$ cat src/rtl/spi_slave_mem_burst.sv
`default_nettype none
// ============================================================================
// Module   : spi_slave_mem_burst
// Function : SPI mode-0 slave with an internal register-file memory. Supports
//            single and burst read/write, optional address wrap, rejection
//            of invalid opcodes and defined chip-select abort behaviour.
// Revision : 1.0 - initial release
// ============================================================================
module spi_slave_mem_burst #(
  parameter int ADDR_W      = 5,
  parameter int DATA_W      = 8,
  parameter int BURST_WRAP  = 0,
  parameter int SYNC_STAGES = 2
) (
  input  logic clk,
  input  logic rst,
  input  logic cs,
  input  logic sclk,
  input  logic mosi,
  output logic miso,
  output logic busy,
  output logic cmd_err,
  output logic abort
);

  localparam int DEPTH   = 2 ** ADDR_W;
  localparam int HDR_W   = 3 + ADDR_W;
  localparam int CNT_MAX = (HDR_W > DATA_W) ? HDR_W : DATA_W;
  localparam int CNT_W   = $clog2(CNT_MAX + 1);
  localparam logic [CNT_W-1:0] HDR_LAST  = CNT_W'(HDR_W - 1);
  localparam logic [CNT_W-1:0] WORD_LAST = CNT_W'(DATA_W - 1);

  typedef enum logic [2:0] {
    S_IDLE = 3'd0,
    S_HDR  = 3'd1,
    S_WR   = 3'd2,
    S_RD   = 3'd3,
    S_IGN  = 3'd4
  } state_t;

  state_t state, next_state;

  logic [SYNC_STAGES-1:0] cs_sync, sclk_sync, mosi_sync;
  logic cs_prev, sclk_prev;
  logic cs_s, sclk_s, mosi_s;
  logic cs_fall, cs_rise, sclk_rise, sclk_fall;

  logic [DATA_W-1:0] mem [0:DEPTH-1];
  logic [HDR_W-2:0]  hdr_shift;
  logic [HDR_W-1:0]  hdr_next;
  logic [DATA_W-1:0] wr_shift;
  logic [DATA_W-1:0] rd_shift;
  logic [CNT_W-1:0]  cnt;
  logic [ADDR_W-1:0] addr;
  logic burst, past_end, commit_pend, load_pend;
  logic hdr_done, word_done;

  assign cs_s      = cs_sync[SYNC_STAGES-1];
  assign sclk_s    = sclk_sync[SYNC_STAGES-1];
  assign mosi_s    = mosi_sync[SYNC_STAGES-1];
  // cs resets to "low" so a frame already running when reset releases is
  // not mistaken for a new one: a fall needs cs to be seen high first.
  assign cs_fall   = cs_prev & ~cs_s;
  assign cs_rise   = ~cs_prev & cs_s;
  assign sclk_rise = ~sclk_prev & sclk_s;
  assign sclk_fall = sclk_prev & ~sclk_s;
  assign hdr_next  = {hdr_shift, mosi_s};
  assign busy      = ~cs_s & (state != S_IDLE);

  // Synchronise the asynchronous SPI pins and keep the previous samples for edge detection
  always_ff @(posedge clk) begin
    if (rst) begin
      cs_sync   <= '0;
      sclk_sync <= '0;
      mosi_sync <= '0;
      cs_prev   <= 1'b0;
      sclk_prev <= 1'b0;
    end else begin
      cs_sync   <= {cs_sync[SYNC_STAGES-2:0], cs};
      sclk_sync <= {sclk_sync[SYNC_STAGES-2:0], sclk};
      mosi_sync <= {mosi_sync[SYNC_STAGES-2:0], mosi};
      cs_prev   <= cs_s;
      sclk_prev <= sclk_s;
    end
  end

  // State register
  always_ff @(posedge clk) begin
    if (rst) state <= S_IDLE;
    else     state <= next_state;
  end

  // Next-state decode; a cs rise overrides everything outside IDLE
  always_comb begin
    next_state = state;
    hdr_done   = 1'b0;
    word_done  = 1'b0;
    if (cs_rise && (state != S_IDLE)) begin
      next_state = S_IDLE;
    end else begin
      case (state)
        S_IDLE: if (cs_fall) next_state = S_HDR;
        S_HDR: begin
          if (sclk_rise && (cnt == HDR_LAST)) begin
            hdr_done = 1'b1;
            case (hdr_next[HDR_W-1 -: 3])
              3'b001, 3'b011: next_state = S_WR;
              3'b010, 3'b100: next_state = S_RD;
              default:        next_state = S_IGN;
            endcase
          end
        end
        S_WR, S_RD: begin
          if (sclk_rise && (cnt == WORD_LAST)) begin
            word_done = 1'b1;
            if (!burst) next_state = S_IGN;
          end
        end
        default: next_state = state;
      endcase
    end
  end

  // Datapath: shifters, counters, address pointer, memory and pulse outputs
  always_ff @(posedge clk) begin
    if (rst) begin
      for (int i = 0; i < DEPTH; i++) mem[i] <= '0;
      hdr_shift   <= '0;
      wr_shift    <= '0;
      rd_shift    <= '0;
      cnt         <= '0;
      addr        <= '0;
      burst       <= 1'b0;
      past_end    <= 1'b0;
      commit_pend <= 1'b0;
      load_pend   <= 1'b0;
      miso        <= 1'b0;
      cmd_err     <= 1'b0;
      abort       <= 1'b0;
    end else begin
      commit_pend <= 1'b0;
      load_pend   <= 1'b0;
      cmd_err     <= hdr_done && (next_state == S_IGN);
      abort       <= cs_rise && ((state == S_HDR) ||
                     (((state == S_WR) || (state == S_RD)) && (cnt != '0)));

      // A completed write word is committed even if cs rises in this cycle.
      if (commit_pend && !past_end) mem[addr] <= wr_shift;

      // Burst pointer advance; without wrap it parks at the last address.
      if ((commit_pend && burst) || (word_done && (state == S_RD) && burst)) begin
        if (&addr) begin
          if (BURST_WRAP != 0) addr <= '0;
          else                 past_end <= 1'b1;
        end else begin
          addr <= addr + 1'b1;
        end
      end

      if (cs_rise) begin
        cnt <= '0;
      end else begin
        case (state)
          S_IDLE: begin
            if (cs_fall) begin
              cnt       <= '0;
              hdr_shift <= '0;
            end
          end
          S_HDR: begin
            if (sclk_rise) begin
              hdr_shift <= hdr_next[HDR_W-2:0];
              if (hdr_done) begin
                cnt       <= '0;
                addr      <= hdr_next[ADDR_W-1:0];
                burst     <= (hdr_next[HDR_W-1 -: 3] == 3'b011) ||
                             (hdr_next[HDR_W-1 -: 3] == 3'b100);
                past_end  <= 1'b0;
                load_pend <= (next_state == S_RD);
              end else begin
                cnt <= cnt + 1'b1;
              end
            end
          end
          S_WR: begin
            if (sclk_rise) begin
              wr_shift <= {wr_shift[DATA_W-2:0], mosi_s};
              if (word_done) begin
                cnt         <= '0;
                commit_pend <= 1'b1;
              end else begin
                cnt <= cnt + 1'b1;
              end
            end
          end
          S_RD: begin
            if (sclk_rise) begin
              if (word_done) begin
                cnt       <= '0;
                load_pend <= burst;
              end else begin
                cnt <= cnt + 1'b1;
              end
            end
            if (sclk_fall) begin
              miso     <= rd_shift[DATA_W-1];
              rd_shift <= {rd_shift[DATA_W-2:0], 1'b0};
            end
          end
          default: cnt <= cnt;
        endcase
      end

      if (load_pend) rd_shift <= past_end ? '0 : mem[addr];

      if (next_state != S_RD) miso <= 1'b0;
    end
  end

endmodule
`default_nettype wire

$ cat config.mk
export PLATFORM = sky130hd
export DESIGN_NAME = spi_slave_mem_burst
export DESIGN_NICKNAME = d
export VERILOG_FILES = /design/src/rtl/spi_slave_mem_burst.sv
export SDC_FILE = /design/constraint.sdc
export NUM_CORES = 1
export LEC_CHECK = 0
export CAP_MARGIN = 25
export CORE_AREA = 10 10 212 214
export CTS_BUF_LIST = sky130_fd_sc_hd__clkbuf_8
export DETAILED_ROUTE_END_ITERATION = 8
export DIE_AREA = 0 0 222 224
export GPL_ROUTABILITY_DRIVEN = 0
export PLACE_DENSITY = 0.57
export SETUP_SLACK_MARGIN = 0.5
export SYNTH_ARGS = -nofsm -noshare
export SYNTH_HDL_FRONTEND = slang
export SYNTH_SLANG_ARGS = --single-unit
export TNS_END_PERCENT = 30
$ cat constraint.sdc
create_clock -name clk -period 3.3 [get_ports clk]
set_clock_uncertainty 0.05 [all_clocks]
set_input_delay 0.66 -clock clk [delete_from_list [all_inputs] [get_ports clk]]
set_output_delay 0.66 -clock clk [all_outputs]
set_load 0.02 [all_outputs]
==> summary.txt, run 1 <==
STA
  • Fin. Hold Viols: 0
  • Final worst setup slack: ~0.75 ns
  • Crit path time final: roughly 2.6 ns
  • Final Slew Violations: 0
  • Slew HR: between 20 and 30%
  • Tcrit/Tclk final: between 70% and 80%
  • RSZ-0062 raised after global routing: false
  • Setup TNS: 0 ns
  • Slew @ Worst Pin: around 1.1 ns
  • Final Setup Violations: 0
  • FMAX: 392 MHz

Hold path
  • WHS Endpoint: cs_sync[1]
  • Hold Crit Class: reg2reg
  • HP Start: cs_sync[0]
  • Hold path cells: 1

Die
  • Die area: ~50000 um2
  • Placement Rows: 74
  • Starting Density: between 30% and 40%
  • I/O Pins: 9
  • Die width: 222 um
  • Die H: 224 um
  • Core Box Area: 40600 um2

Placement
  • Dpl ws: ~0.52 ns
  • # placed instances: roughly 1500
  • PortBufs: 8
  • Post-DP HPWL: between 20 and 25 mm

Finish
  • Most frequent cells in the layout: and2_1 (262), edfxtp_1 (256), nor2_1 (68)
  • Final nets: 1071
  • Ratio of cells with drive above 1 in the final layout: between 10% and 20%
  • Most common cell after layout, fill and taps aside: and2_1
  • Ant. Diodes: 0
  • Area grow syn2layout: 10.4%
  • Fill count: ~3800
  • Final cell count without fillers: around 1600

Global route
  • First-pass GRT wire length: between 50 and 60 mm
  • Gr ovfl total: 0
  • Largest net degree at the start of global routing: 40
  • GRT Overall Usage: 14.0%
  • Initial antenna violation count: 0
  • Vias in the first global route: 8453

Yosys
  • Largest family of logic cells by synthesized area: simple AND/OR/NAND/NOR gates
  • Synth Area in Simple Gates: around a fifth
  • Mean post-synth cell area: 13.4 um2
  • Main flop type after synthesis: edfxtp_1
  • Mux share of post-synthesis cell area: a little over a tenth
  • Synthesized Nets: roughly 1100
  • Synth Area in Compound Gates: 5.67%
  • Async set-reset flop share out of synthesis: 0%
  • Mapped Area: between 10000 and 15000 um2
  • Yosys reg bits: approximately 310
  • Post-Synth Adder-Cell Area: 0.531%
  • Post-synthesis sequential area ratio: a little over 60%
  • Synth cell types: a little over 60
  • Cells after synthesis: around 1100
  • Number of synthesized flops with an enable pin: ~260
  • Post-synthesis xor/xnor area fraction: less than 1%
  • Yosys warning count: 0

CTS
  • CTS hold repair buffers: 0
  • CTS H-tree lvls: 2
  • Clock Latency Late Sink: a little over 0.6 ns
  • Root Buffer: clkbuf_8
  • CTS buffer count: a little over 50
  • CTS tree: yes
  • Clock Sinks: 306
  • Max Root-Sink Buffers: 3
  • Worst-path clk slew: roughly 0.060 ns

Routing
  • DRC viols: 0
  • Drt via density: about 5.2
  • Mean routed wirelength per cell: about 22 um
  • DRT Pass-1 Iters: 5
  • WL final: roughly 36 mm
  • Vias: ~8400
  • Post-route ant nets: 0
  • DR iter-0 viols: 933

Pwr
  • Leakage: between 0.005 and 0.006 uW
  • Pwr Density: between 400 and 500 nW/um2
  • Peak supply drop: roughly 0.00026 V

Setup path
  • CP Launch Type: flop
  • Crit Reg-Reg Startpoint: addr[2]
  • Worst setup EP type: flop
  • R2r endpoint: mem[12][1]
  • Reg2Reg Setup Slack: roughly 0.75 ns
  • WS Path Type: reg2reg
  • Worst EP arrival: approximately 2.8 ns
  • Maximum fanout along the worst path: 19
  • Required @ worst endpoint: between 3 and 4 ns
  • Worst R2R Path Depth: 3

Flow run
  • Max_cap viols: 0

Run status
  • Status: completed
[layout make-up]
class	instances	area, um2	share of cell area [%]
Clock buffer	54	743	4.76
Clock inverter	38	169	1.08
Inverter	12	45.0	0.288
Multi-Input combinational cell	669	5110	32.7
Sequential cell	306	8710	55.8
Tap cell	532	666	4.26
Timing Repair Buffer	20	176	1.13
[metrics by stage]
step / hold WS, ns / instance area [um2] / power (uW) / utilization [%]
floorplan: 0.364 / 14100 / 4590 / -
global placement: 0.382 / 14700 / 4690 / 36.2
detailed placement: 0.389 / 14700 / 4690 / 36.2
CTS: 0.395 / 15600 / 7740 / 38.5
global route: 0.413 / 15600 / 7940 / 38.5
finish: 0.390 / 15600 / 7680 / 38.5
[where the power goes]
| part | total, uW | internal (uW) | switching (uW) |
|---|---|---|---|
| Sequential | 4410 | 4340 | 70.4 |
| Combinational | 203 | 79.6 | 123 |
| Clock | 3070 | 1520 | 1550 |
| Total | 7680 | 5940 | 1740 |
[state kept, by name, summed over array words and instances, names as in the netlist, 2 cells and up]
register	flops
wr_shift	8
cs_sync	2
addr	5
cnt	4
rd_shift	8
mem	256
mosi_sync	2
state	3
sclk_sync	2
hdr_shift	7
[per-layer routing]
layer  wire length [um]  share of wire [%]  track usage [%]
met2              16000                 45             21.5
met1              16700                 47             19.8
met5                  0                  0                0
met3               2020                5.7             2.19
met4                934                2.6             4.70
[how the worst max path moves through the flow]
stage               startpoint          to  slack (ns)  cells past startpoint
floorplan              addr[1]  mem[17][0]        1.19                      7
global placement           rst  mem[12][7]        0.55                      6
detailed placement         rst  mem[18][3]        0.52                      6
CTS                   state[0]        busy        0.71                      4
global route           addr[1]  mem[19][7]        0.53                      4
finish                 addr[2]  mem[12][1]        0.75                      3
[Yosys cell counts (3+ instances only)]
cell type,instances,area [um2]
nand2_1,13,48.8
a22oi_1,19,143
a311oi_1,3,26.3
edfxtp_1,256,7690
xnor2_1,5,43.8
nor2_1,68,255
mux2i_1,39,390
o211ai_1,7,52.6
or3_1,3,18.8
nor2b_1,15,93.8
and2_1,262,1640
nor3b_1,3,22.5
nand3b_1,4,30.0
o21ai_0,11,55.1
o22ai_1,12,75.1
a21oi_1,34,170
mux4_2,49,1100
ha_1,6,75.1
o221a_2,5,56.3
and3_1,3,18.8
nand3_1,14,70.1
or2_2,33,206
nand2b_1,12,75.1
clkbuf_1,43,161
o31ai_1,3,22.5
nor3_1,7,35.0
a211oi_1,4,30.0
inv_1,12,45.0
nand4_1,3,18.8
buf_1,3,11.3
buf_2,15,75.1
dfxtp_1,50,1000
[worst max-delay path: stages (launching register included)]
cell	delay, ns
dfxtp_1	0.83
nand3b_1	0.52
nor2_1	0.51
or2_2	0.31
[repair_timing]
| action | CTS | global route |
|---|---|---|
| resized for setup | 3 | 0 |
| buffers inserted | 0 | 0 |
| endpoints found under the setup margin | 1 | 0 |
[cells by family (layout without fill, tap and decap cells)]
| kind of cell | count (synthesis) | count (layout) |
|---|---|---|
| adder cells (fa/ha/maj) | 6 | 6 |
| flip-flops | 306 | 306 |
| XOR/XNOR | 5 | 5 |
| buffers and inverters | 78 | 124 |
| multiplexers | 89 | 89 |
| AO/OA/AOI/OAI | 114 | 114 |
| AND/OR/NAND/NOR | 455 | 455 |
(Power assumes the default switching activity.)
==> inputs of run 2 (changes only) <==
Clock period 3.3 ns to 2.5 ns, I/O delays scaled along.
==> run 2 against run 1 <==
  * Non-clock buffer count up 68
  * Die area unchanged
  * Maximum frequency up 22%
  * First-iteration DRC count down 28%
  * Sequential power up 32%
  * Critical endpoint is now rd_shift[1]
  * Largest cell class unchanged
==> summary.txt, run 2 (synthesized netlist as in run 1, its figures left out) <==
Pwr
  • Leakage: 0.00569 uW (was 0.00526 uW)
  • Pwr Density: 622 nW/um2 (was 492 nW/um2)
  • Peak supply drop: 0.000377 V (was 0.000265 V)
  • Total power: 10200 uW (was 7680 uW)

Finish
  • Area grow syn2layout: 16.6% (was 10.4%)
  • Biggest regs: mem x256, rd_shift x8, wr_shift x8 (unchanged)
  • Top register by number of flip-flops: mem (unchanged)
  • Fin area: 16500 um2 (was 15600 um2)
  • Ratio of cells with drive above 1 in the final layout: 24.5% (was 17.2%)
  • Most frequent cells in the layout: and2_1 (261), edfxtp_1 (256), buf_4 (70) (was and2_1 (262), edfxtp_1 (256), nor2_1 (68))
  • Max reg flops: 256 (unchanged)
  • Final nets: 1141 (was 1071)
  • Core Util, Final: 40.6% (was 38.5%)
  • Most common cell after layout, fill and taps aside: and2_1 (unchanged)
  • Ant. Diodes: 0 (unchanged)

STA
  • RSZ-0062 raised after global routing: true (was false)
  • FMAX: 479 MHz (was 392 MHz)
  • Slew @ Worst Pin: 0.753 ns (was 1.05 ns)
  • Fin. Hold Viols: 0 (unchanged)
  • WHS: 0.398 ns (was 0.390 ns)
  • Tcrit/Tclk final: 83.4% (was 77.3%)
  • Setup TNS: 0 ns (unchanged)
  • Crit path time final: 2.09 ns (was 2.55 ns)
  • Final Setup Violations: 0 (unchanged)
  • Slew HR: 49.8% (was 29.8%)
  • Final Slew Violations: 0 (unchanged)

Placement
  • Placed cell areas: 15100 um2 (was 14700 um2)
  • PortBufs: 8 (unchanged)
  • Post-DP HPWL: 22.4 mm (was 22.0 mm)

CTS
  • Root Buffer: clkbuf_8 (unchanged)
  • CTS H-tree lvls: 2 (unchanged)
  • Clock Sinks: 306 (unchanged)
  • Worst-path clk slew: 0.06 ns (about the same)
  • CTS buffer count: 53 (was 51)
  • Max Root-Sink Buffers: 3 (unchanged)
  • Clock Latency Late Sink: 0.62 ns (about the same)
  • CTS hold repair buffers: 0 (unchanged)
  • CTS tree: yes (unchanged)

Flow run
  • Max_cap viols: 0 (unchanged)

Setup path
  • Worst R2R Path Depth: 6 (was 3)
  • Worst path max stage delay: 0.55 ns (was 0.83 ns)
  • R2r endpoint: rd_shift[1] (was mem[12][1])
  • CP Launch Type: flop (unchanged)
  • Worst EP arrival: 2.54 ns (was 2.78 ns)
  • Critical Path Slowest Stage Cell: mux4_2 (was dfxtp_1)
  • Crit Reg-Reg Startpoint: addr[0] (was addr[2])
  • WS Path Type: reg2reg (unchanged)
  • Maximum fanout along the worst path: 9 (was 19)
  • Worst setup EP type: flop (unchanged)
  • Required @ worst endpoint: 2.95 ns (was 3.53 ns)
  • Reg2Reg Setup Slack: 0.41 ns (was 0.75 ns)
  • Crit path cell chain: buf_12 > bufbuf_16 > mux4_2 > a22oi_1 > a21oi_1 > o221a_2 (was nand3b_1 > nor2_1 > or2_2)
  • Crit. Startpoint: addr[0] (was addr[2])

Hold path
  • Hold path cells: 1 (unchanged)
  • Hold Crit Class: reg2reg (unchanged)
  • HP Start: cs_sync[0] (unchanged)
  • WHS Endpoint: cs_sync[1] (unchanged)

Die
  • Core Box Area: 40600 um2 (unchanged)
  • Die H: 224 um (unchanged)
  • Die area: 49700 um2 (unchanged)
  • Placement Rows: 74 (unchanged)
  • Die width: 222 um (unchanged)
  • Starting Density: 34.9% (unchanged)
  • I/O Pins: 9 (unchanged)

Routing
  • Mean routed wirelength per cell: 20.6 um (was 21.9 um)
  • Drt via density: 5.08 (was 5.17)
  • DRT Pass-1 Iters: 5 (unchanged)
  • DRC viols: 0 (unchanged)
  • DR iter-0 viols: 674 (was 933)
  • Post-route ant nets: 0 (unchanged)
  • Vias: 8643 (was 8439)
  • WL final: 35.1 mm (was 35.7 mm)

Global route
  • First-pass GRT wire length: 53.8 mm (was 53.5 mm)
  • GRT Overall Usage: 13.9% (was 14.0%)
  • Vias in the first global route: 8861 (was 8453)
  • Initial antenna violation count: 1 (was 0)
  • Gr ovfl total: 0 (unchanged)
  • Largest net degree at the start of global routing: 67 (was 40)

Run status
  • Status: completed (unchanged)
[run 2: cell types whose count changed in the layout (fill, tap and decap cells not counted), moves of 5 or more]
| cell | before | now |
|---|---|---|
| inv_1 | 38 | 33 |
| buf_12 | 1 | 6 |
| buf_4 | 11 | 70 |
| nor2_2 | 0 | 6 |
| a22oi_1 | 19 | 14 |
| nor2_1 | 68 | 59 |
| dfxtp_2 | 10 | 5 |
| clkinv_1 | 2 | 10 |
| a22oi_2 | 1 | 6 |
| or2_2 | 33 | 24 |
| or2_4 | 0 | 9 |
[run 2: worst max path at each step]
stage                       end  slack [ns]  cells past startpoint
finish              rd_shift[1]        0.41                      6
global route        rd_shift[7]        0.37                      7
CTS                        busy        0.34                      4
global placement     mem[25][7]        0.12                      7
detailed placement   mem[25][1]        0.03                      7
floorplan            mem[18][0]        0.47                      8
[run 2: worst max-delay path: cells and delay by family (launching register included)]
family                 cells  cell delay (ns)
flip-flops                 1             0.35
buffers and inverters      2             0.42
multiplexers               1             0.55
AO/OA/AOI/OAI              3             0.59
[run 2: power by group]
group | internal (uW) | switching (uW) | total, uW
logic | 119 | 180 | 299
clock network | 2120 | 2030 | 4150
registers | 5730 | 70.5 | 5800
total | 7960 | 2280 | 10200
[run 2: repair_timing]
| action | in CTS | in global routing |
|---|---|---|
| buffers inserted | 7 | 10 |
| cloned | 2 | 0 |
| endpoints found under the setup margin | 358 | 363 |
| pin swaps | 3 | 6 |
| gates resized for setup | 32 | 36 |
[run 2: metrics by stage]
| stage | cells | setup slack, ns |
|---|---|---|
| finish | 1703 | 0.414 |
| global route | 1703 | 0.368 |
| CTS | 1693 | 0.340 |
| detailed placement | 1588 | 0.0326 |
| global placement | 1588 | 0.118 |
| floorplan | 1053 | 0.473 |
[run 2: per-layer routing]
| layer | vias to the layer above | share of wire, % | track usage (%) |
|---|---|---|---|
| met2 | 225 | 47 | 22.2 |
| met1 | 4333 | 45 | 18.3 |
| met5 | - | 0 | 0 |
| li1 | 4020 | - | - |
| met4 | 0 | 2.9 | 5.18 |
| met3 | 65 | 5.8 | 3.10 |
[run 2: layout make-up]
class	count	area [um2]
clock buffer	58	798
clock inverter	38	156
fill	3812	24100
inverter	12	45.0
multi-input combinational	669	5280
sequential	306	8710
tap	532	666
timing repair buffer	88	828
==> inputs of run 3 (changes only) <==
Settings changed: PLACE_DENSITY 0.57 to 0.59.
Clock period 2.5 ns to 1.8 ns, I/O delays scaled along.
==> run 3 against run 2 <==
  * The run now ends with negative setup slack left
  * Highest routed layer unchanged
  * Clock-buffer cell count fell by 7
  * Critical endpoint is now rd_shift[6]
  * Global-route usage rose by 0.48 points
  * Sequential share of layout area fell by 5.4 points
  * Final area rose by 12%
  * Largest cell class unchanged
  * Largest power group unchanged
  * Sequential cell count did not move
==> summary.txt, run 3 (synthesized netlist as in run 1, its figures left out) <==
Pwr
  • Pwr Density: 766 nW/um2 (was 622 nW/um2)
  • Peak supply drop: 0.000450 V (was 0.000377 V)
  • Total power: 14100 uW (was 10200 uW)
  • Leakage: 0.00645 uW (was 0.00569 uW)

Setup path
  • CP Launch Type: flop (unchanged)
  • Crit Reg-Reg Startpoint: addr[0] (unchanged)
  • Worst EP arrival: 2.39 ns (was 2.54 ns)
  • Worst setup EP type: flop (unchanged)
  • Required @ worst endpoint: 2.19 ns (was 2.95 ns)
  • Worst path max stage delay: 0.51 ns (was 0.55 ns)
  • Critical Path Slowest Stage Cell: mux4_2 (unchanged)
  • R2r endpoint: rd_shift[6] (was rd_shift[1])
  • WS Path Type: reg2reg (unchanged)
  • Crit path cell chain: buf_12 > buf_4 > mux4_2 > a21oi_1 > o211ai_1 > o221a_1 (was buf_12 > bufbuf_16 > mux4_2 > a22oi_1 > a21oi_1 > o221a_2)
  • Maximum fanout along the worst path: 11 (was 9)
  • Worst R2R Path Depth: 6 (unchanged)
  • Reg2Reg Setup Slack: -0.20 ns (was 0.41 ns)

Finish
  • Top register by number of flip-flops: mem (unchanged)
  • Area of the multi-input gates: 6150 um2 (was 5280 um2)
  • Fill count: 3652 (was 3812)
  • Most frequent cells in the layout: edfxtp_1 (256), and2_1 (157), buf_4 (111) (was and2_1 (261), edfxtp_1 (256), buf_4 (70))
  • Ratio of cells with drive above 1 in the final layout: 44.4% (was 24.5%)
  • Reg area: 8730 um2 (was 8710 um2)
  • Area grow syn2layout: 30.2% (was 16.6%)
  • Final nets: 1242 (was 1141)
  • Most common cell after layout, fill and taps aside: edfxtp_1 (was and2_1)
  • Final cell count without fillers: 1799 (was 1703)
  • Ant. Diodes: 0 (unchanged)
  • Biggest regs: mem x256, rd_shift x8, wr_shift x8 (unchanged)
  • Max reg flops: 256 (unchanged)

Die
  • I/O Pins: 9 (unchanged)
  • Placement Rows: 74 (unchanged)
  • Die area: 49700 um2 (unchanged)
  • Starting Density: 34.9% (unchanged)
  • Die H: 224 um (unchanged)
  • Core Box Area: 40600 um2 (unchanged)
  • Die width: 222 um (unchanged)

STA
  • Final Slew Violations: 0 (unchanged)
  • Final worst setup slack: -0.201 ns (was 0.414 ns)
  • Crit path time final: 2.00 ns (was 2.09 ns)
  • Final Setup Violations: 156 (was 0)
  • Slew @ Worst Pin: 0.487 ns (was 0.753 ns)
  • FMAX: 500 MHz (was 479 MHz)
  • Tcrit/Tclk final: 111% (was 83.4%)
  • Fin. Hold Viols: 0 (unchanged)
  • RSZ-0062 raised after global routing: true (unchanged)
  • Slew HR: 67.5% (was 49.8%)

Routing
  • Mean routed wirelength per cell: 20.8 um (was 20.6 um)
  • DRT Pass-1 Iters: 5 (unchanged)
  • Drt via density: 5.06 (was 5.08)
  • Post-route ant nets: 0 (unchanged)
  • Vias: 9110 (was 8643)
  • WL final: 37.5 mm (was 35.1 mm)
  • WL met3: 2.10 mm (was 2.04 mm)
  • Metal2 WL: 17.5 mm (was 16.4 mm)
  • DR iter-0 viols: 659 (was 674)
  • Met1 WL: 17.0 mm (was 15.6 mm)
  • DRC viols: 0 (unchanged)
  • Max layer used: met4 (unchanged)

Placement
  • PortBufs: 8 (unchanged)
  • # placed instances: 1674 (was 1588)
  • Post-DP HPWL: 24.5 mm (was 22.4 mm)
  • Dpl ws: -0.263 ns (was 0.0326 ns)

Global route
  • First-pass GRT wire length: 56.2 mm (was 53.8 mm)
  • Largest net degree at the start of global routing: 35 (was 67)
  • Vias in the first global route: 9177 (was 8861)
  • Initial antenna violation count: 0 (was 1)
  • GRT Overall Usage: 14.4% (was 13.9%)
  • Gr ovfl total: 0 (unchanged)

CTS
  • Worst-path clk slew: 0.07 ns (was 0.06 ns)
  • Root Buffer: clkbuf_8 (unchanged)
  • Clock Sinks: 306 (unchanged)
  • CTS buffer count: 51 (was 53)
  • CTS H-tree lvls: 2 (unchanged)
  • Max Root-Sink Buffers: 3 (unchanged)
  • Clock Latency Late Sink: 0.59 ns (was 0.62 ns)
  • CTS hold repair buffers: 0 (unchanged)
  • CTS tree: yes (unchanged)

Run status
  • Failing checks: negative setup slack
  • Status: finished, violations left (was completed)

Hold path
  • WHS Endpoint: cs_sync[0] (was cs_sync[1])
  • Hold path cells: 2 (was 1)
  • HP Start: cs (was cs_sync[0])
  • Hold Crit Class: in2reg (was reg2reg)

Flow run
  • Max_cap viols: 0 (unchanged)
[run 3: changes by cell type in the layout (fill, tap and decap cells not counted), sizes merged]
cell           previous run  this run
dlygate4sd2               1         0
bufinv                    0         1
nor2                     69        70
buf                      80       185
bufbuf                    2         0
clkinv                   15        17
clkbuf                   58        52
inv                      33        31
nand2                    13        14
clkinvlp                  2         1
clkdlybuf4s50             5         3
[run 3: worst max-delay path: cells and delay by family (launching register included)]
kind / cells / cell delay [ns]
AOI/OAI and AO/OA: 3 / 0.55
muxes: 1 / 0.51
DFF: 1 / 0.43
buffers and inverters: 2 / 0.29
[run 3: how the worst max path moves through the flow]
stage	start	endpoint	slack [ns]	cells after the start
after detailed placement	addr[0]	rd_shift[3]	-0.26	6
after global routing	addr[0]	rd_shift[7]	-0.26	6
after global placement	addr[0]	rd_shift[3]	-0.26	6
after CTS	addr[0]	rd_shift[0]	-0.19	5
final	addr[0]	rd_shift[6]	-0.20	6
after floorplan	addr[0]	rd_shift[6]	-0.005	7
[run 3: timing repair]
action | in CTS | in global routing
buffers inserted | 10 | 22
cloned | 2 | 2
setup endpoints to repair | 558 | 558
resized for setup | 121 | 164
pin swaps | 20 | 43
hold endpoints to repair | 0 | 0
[run 3: final cells by class]
| cell class | count | area share, % |
|---|---|---|
| timing repair buffer | 189 | 10.4 |
| clock buffer | 51 | 3.81 |
| clock inverter | 38 | 1.02 |
| sequential | 306 | 47.4 |
| inverter | 12 | 0.286 |
| multi-input combinational | 671 | 33.4 |
| tap | 532 | 3.62 |
[run 3: where the power goes]
part / total, uW / switching [uW] / internal (uW)
Sequential: 8070 / 119 / 7950
Clock: 5580 / 2800 / 2780
Combinational: 466 / 258 / 209
Total: 14100 / 3180 / 10900
[run 3: metal layers]
layer  track usage (%)  up-vias
met5                 0        -
met4              3.97        0
met1              20.0     4560
met3              2.16       61
met2              23.0      262
li1                  -     4227
[run 3: stage by stage]
stage,cell area [um2],utilization (%),hold slack (ns),TNS [ns]
after floorplan,14600,-,0.364,-0.0365
after global placement,16300,40.1,0.382,-15.00
after detailed placement,16300,40.1,0.399,-20.71
after CTS,17700,43.6,0.255,-2.23
after global routing,18400,45.4,0.291,-15.80
final,18400,45.4,0.282,-8.56
